===== src/rtl/counter_pkg.sv =====
// Shared constants, direction encoding and load-clamp helper for the up/down modulo counter.
package counter_pkg;

  localparam int unsigned MODE_WRAP = 0;
  localparam int unsigned MODE_SAT  = 1;

  typedef enum logic {
    DIR_DN = 1'b0,
    DIR_UP = 1'b1
  } dir_e;

  // Values above MOD-1 clamp to MOD-1; widened so MOD == 2**WIDTH compares correctly.
  function automatic logic [32:0] clamp_load(input logic [32:0] val, input logic [32:0] mod_v);
    return (val > (mod_v - 33'd1)) ? (mod_v - 33'd1) : val;
  endfunction

endpackage


===== src/rtl/updown_next.sv =====
// Combinational next-count logic: load clamp, up/down step, wrap or saturate at the bounds.
module updown_next
  import counter_pkg::*;
#(
  parameter int unsigned WIDTH    = 7,
  parameter int unsigned MOD      = 128,
  parameter int unsigned SATURATE = MODE_WRAP
) (
  input  logic [WIDTH-1:0] q,
  input  logic             en,
  input  logic             up,
  input  logic             load,
  input  logic [WIDTH-1:0] load_val,
  output logic [WIDTH-1:0] q_next,
  output logic             bound_evt
);

  localparam int unsigned    W1    = WIDTH + 1;
  localparam logic [W1-1:0]  MAX_V = W1'(MOD - 1);

  logic [W1-1:0] q_ext;
  assign q_ext = {1'b0, q};

  always_comb begin
    q_next    = q;
    bound_evt = 1'b0;
    if (load) begin
      q_next = WIDTH'(clamp_load(33'(load_val), 33'(MOD)));
    end else if (en) begin
      if (up == DIR_UP) begin
        if (q_ext == MAX_V) begin
          bound_evt = 1'b1;
          q_next    = (SATURATE == MODE_SAT) ? q : '0;
        end else begin
          q_next = WIDTH'(q_ext + W1'(1));
        end
      end else begin
        if (q_ext == '0) begin
          bound_evt = 1'b1;
          q_next    = (SATURATE == MODE_SAT) ? q : WIDTH'(MAX_V);
        end else begin
          q_next = WIDTH'(q_ext - W1'(1));
        end
      end
    end
  end

endmodule


===== src/rtl/updown_mod_counter.sv =====
// WIDTH-bit modulo-MOD up/down counter with load, wrap/saturate mode, terminal count and sticky overflow.
module updown_mod_counter
  import counter_pkg::*;
#(
  parameter int unsigned WIDTH    = 7,
  parameter int unsigned MOD      = 128,
  parameter int unsigned SATURATE = MODE_WRAP
) (
  input  logic             CLK,
  input  logic             Reset,
  input  logic             en,
  input  logic             up,
  input  logic             load,
  input  logic [WIDTH-1:0] load_val,
  input  logic             clr_ovf,
  output logic [WIDTH-1:0] q,
  output logic             tc,
  output logic             ovf
);

  localparam int unsigned   W1    = WIDTH + 1;
  localparam logic [W1-1:0] MAX_V = W1'(MOD - 1);

  if ((MOD < 2) || (longint'(MOD) > (longint'(1) << WIDTH))) begin : g_bad_mod
    $error("updown_mod_counter: MOD must lie in [2, 2**WIDTH]");
  end

  logic [WIDTH-1:0] q_q, q_d;
  logic             ovf_q, ovf_d;
  logic             bound_evt;

  updown_next #(
    .WIDTH    (WIDTH),
    .MOD      (MOD),
    .SATURATE (SATURATE)
  ) u_next (
    .q         (q_q),
    .en        (en),
    .up        (up),
    .load      (load),
    .load_val  (load_val),
    .q_next    (q_d),
    .bound_evt (bound_evt)
  );

  // A bound event wins over a simultaneous clear.
  always_comb begin
    ovf_d = ovf_q;
    if (bound_evt) begin
      ovf_d = 1'b1;
    end else if (clr_ovf) begin
      ovf_d = 1'b0;
    end
  end

  always_ff @(posedge CLK) begin
    if (!Reset) begin
      q_q   <= '0;
      ovf_q <= 1'b0;
    end else begin
      q_q   <= q_d;
      ovf_q <= ovf_d;
    end
  end

  assign q   = q_q;
  assign ovf = ovf_q;
  assign tc  = en & ((up == DIR_UP) ? ({1'b0, q_q} == MAX_V) : (q_q == '0));

endmodule

===== config.mk =====
export PLATFORM = sky130hd
export DESIGN_NAME = updown_mod_counter
export DESIGN_NICKNAME = d
export VERILOG_FILES = /design/src/rtl/counter_pkg.sv /design/src/rtl/updown_next.sv /design/src/rtl/updown_mod_counter.sv
export SDC_FILE = /design/constraint.sdc
export NUM_CORES = 1
export LEC_CHECK = 0
export CORE_MARGIN = 2
export CORE_UTILIZATION = 45
export DETAILED_ROUTE_END_ITERATION = 6
export DONT_BUFFER_PORTS = 1
export PLACE_DENSITY_LB_ADDON = 0.1
export SLEW_MARGIN = 30
export SYNTH_ARGS = -nofsm -noshare
export SYNTH_HDL_FRONTEND = slang
export SYNTH_SLANG_ARGS = --single-unit

===== constraint.sdc =====
create_clock -name CLK -period 2.35 [get_ports CLK]
set_input_delay 0.235 -clock CLK [delete_from_list [all_inputs] [get_ports CLK]]
set_output_delay 0.235 -clock CLK [all_outputs]
set_load 0.01 [all_outputs]

==> results.yml <==
run_status:
  status: "finished clean"
cells_and_area:
  drive_gt1_frac: 0.111
  regArea_um2: 160
  layout.nets: 117
  antenna_cells: 0
  final_util: 0.493
  final_cells: 115
  area_growth_syn_to_layout_pct: -0.655
  multiInputGateArea_um2: 523
  n_fill_cell: 166
  final_area_um2: 759
global_route:
  track_usage: 0.227
  grt_remaining_overflow: 0
  grt_pass1_wl_um: 3350
  first_global_vias: 706
  antenna_found_initial: 0
  grt_max_degree: 17
logic_synthesis:
  ys_warn_count: 0
  synthDistinctLibCells: 43
  ys_seq_area_frac: 0.209
  synth_nets: 120
  ys_seq_elements: 8
  synth_area_um2: 764
  syn_area_per_cell_um2: 7.35
  syn_inst: 104
sta:
  slew_viol_final: 0
  tightestPinTransition_ns: 0.568
  post-route-period-util: 0.881
  finClkSkew_ns: 0.000175
  setup_violations: 0
  setup_ws_ns: 0.280
  max_slew_margin: 0.621
  hold_viol: 0
  hold_ws_ns: 0.0989
  rsz0062_at_grt: "false"
  fmax_mhz: 483
  fin_setup_tns_ns: 0
  period_needed_ns: 2.07
clock_tree:
  htree_levels: 1
  cts_tree: "built"
  numCtsBuffers: 3
  clkTransAtPathRegs_ns: 0.06
  cts.sinks: 8
  cts_root_buffer: "clkbuf_4"
  cts_setup_buffers: 0
  clkLatencyLatePin_ns: 0.26
  hold_buffers: 0
  cts_resized: 0
  clockBufferDepth: 2
place:
  post_dp_cell_area_um2: 737
  io_buffers: 0
  hpwlAfterDp_um: 1500
  dpl_worst_slack_ns: 0.513
  place.gp.congestion: 0.848
  dpl.cell_count: 112
drt:
  wl_um: 2050
  route.detailed.drc: 0
  firstDrtPassIters: 4
  vias: 754
  postRouteAntennaNets: 0
  avgRoutedWirePerCell_um: 17.9
  drt_iter0_drc: 27
  routed_via_density: 6.56
power:
  switchingPower_mw: 0.143
  p_seq_frac: 0.451
  p_int_mw: 0.253
  clockPowerShare: 0.286
  p_leak_nw: 0.285
  vdd_drop_max_uv: 294
  netSwitchingFraction: 0.360
  combPwrFrac: 0.263
  power_per_cell_area_nw_per_um2: 521
  finalPower_mw: 0.396
die:
  coreArea_um2: 1540
  io_pins: 22
  die_area_um2: 2040
  start_util: 0.496
  rows: 14
  die_w_um: 45.2
  die_h_um: 45.2
hold_path:
  hold_class: "input pin to register"
worst_setup_path:
  critPathArrivalTime_ns: 1.84
  worst_setup_path_start_kind: "register"
  cp-end-kind: "output pin"
  crit_type: "register to output pin"
  timing.critical_path.required_ns: 2.12
  cp_max_fo: 6
run:
  cap_violations: 0
==> cells in the final DEF, fill, tap and decap left out, drive strengths merged <==
cell / instances
a22oi: 1
nor2b: 2
and3: 2
o21a: 1
o2bb2ai: 1
o211ai: 2
nor2: 8
o22ai: 1
o31ai: 2
a2111oi: 1
and4: 1
o211a: 1
nand2: 9
clkbuf: 3
nor3: 2
a221oi: 1
inv: 9
a31oi: 3
xnor2: 1
nor4: 1
nor3b: 1
o41ai: 2
and2: 2
dfxtp: 8
nand3: 4
o21ai: 9
a211o: 1
a21oi: 11
nand4: 3
ha: 3
a2bb2oi: 1
a211oi: 1
a21o: 1
==> power groups by stage <==
stage | Sequential [mW] | Combinational, mW | Clock [mW]
after floorplan | 0.166 | 0.111 | 0
after global placement | 0.181 | 0.102 | 0
after detailed placement | 0.181 | 0.102 | 0
after CTS | 0.178 | 0.103 | 0.117
after global routing | 0.182 | 0.118 | 0.123
final | 0.178 | 0.104 | 0.113
==> routing by layer <==
layer	wire length (µm)	global-route usage
met1	882	0.303
met2	966	0.371
met3	180	0.0440
met4	25	0.0588
met5	0	0
==> cell usage after synthesis (all sizes together) <==
master / count / share of area
a2111oi: 1 / 0.011
a211o: 1 / 0.011
a211oi: 1 / 0.016
a21o: 1 / 0.0098
a21oi: 11 / 0.072
a221oi: 1 / 0.020
a22oi: 1 / 0.0098
a2bb2oi: 1 / 0.011
a31oi: 3 / 0.025
and2: 2 / 0.020
and3: 2 / 0.016
and4: 1 / 0.011
buf: 6 / 0.052
clkbuf: 2 / 0.0098
dfxtp: 8 / 0.21
ha: 3 / 0.049
inv: 9 / 0.044
nand2: 9 / 0.044
nand3: 4 / 0.033
nand4: 3 / 0.025
nor2: 8 / 0.039
nor2b: 2 / 0.016
nor3: 2 / 0.028
nor3b: 1 / 0.016
nor4: 1 / 0.0082
o211a: 1 / 0.013
o211ai: 2 / 0.020
o21a: 1 / 0.0098
o21ai: 9 / 0.059
o22ai: 1 / 0.0082
o2bb2ai: 1 / 0.011
o31ai: 2 / 0.026
o41ai: 2 / 0.033
xnor2: 1 / 0.011
==> cell type report <==
cell class / instances / area share
clock buffer: 3 / 0.0297
inverter: 9 / 0.0445
sequential: 8 / 0.211
multi-input combinational: 79 / 0.689
tap: 16 / 0.0264
==> registers in the layout, summed over array words and instances (netlist names) <==
signal,flops
q,7
ovf,1
==> critical path, cell delays in order, from the launching register on <==
cell and delay (ns):
dfxtp_1 0.38, inv_1 0.17, ha_1 0.21, nor3b_2 0.22, nand2_1 0.17, o2bb2ai_1 0.22
and2_1 0.21
==> cell families after synthesis <==
logic type | Yosys count | synth area share
adder cells (fa/ha/maj) | 3 | 0.0491
flip-flops | 8 | 0.209
XOR/XNOR | 1 | 0.0115
AND/OR/NAND/NOR | 35 | 0.257
AO/OA/AOI/OAI | 40 | 0.367
buffers and inverters | 17 | 0.106
==> worst paths after layout <==
| check | end | startpoint | slack [ns] | depth (start not counted) |
|---|---|---|---|---|
| worst max-delay path | tc | q[1] | 0.28 | 6 |
| worst min-delay path | q[3] | Reset | 0.1 | 2 |
| worst max register to register | q[3] | q[0] | 0.51 | 7 |
| worst min register to register | q[6] | q[6] | 0.64 | 2 |
No activity file was read; power rests on OpenSTA's default activity.
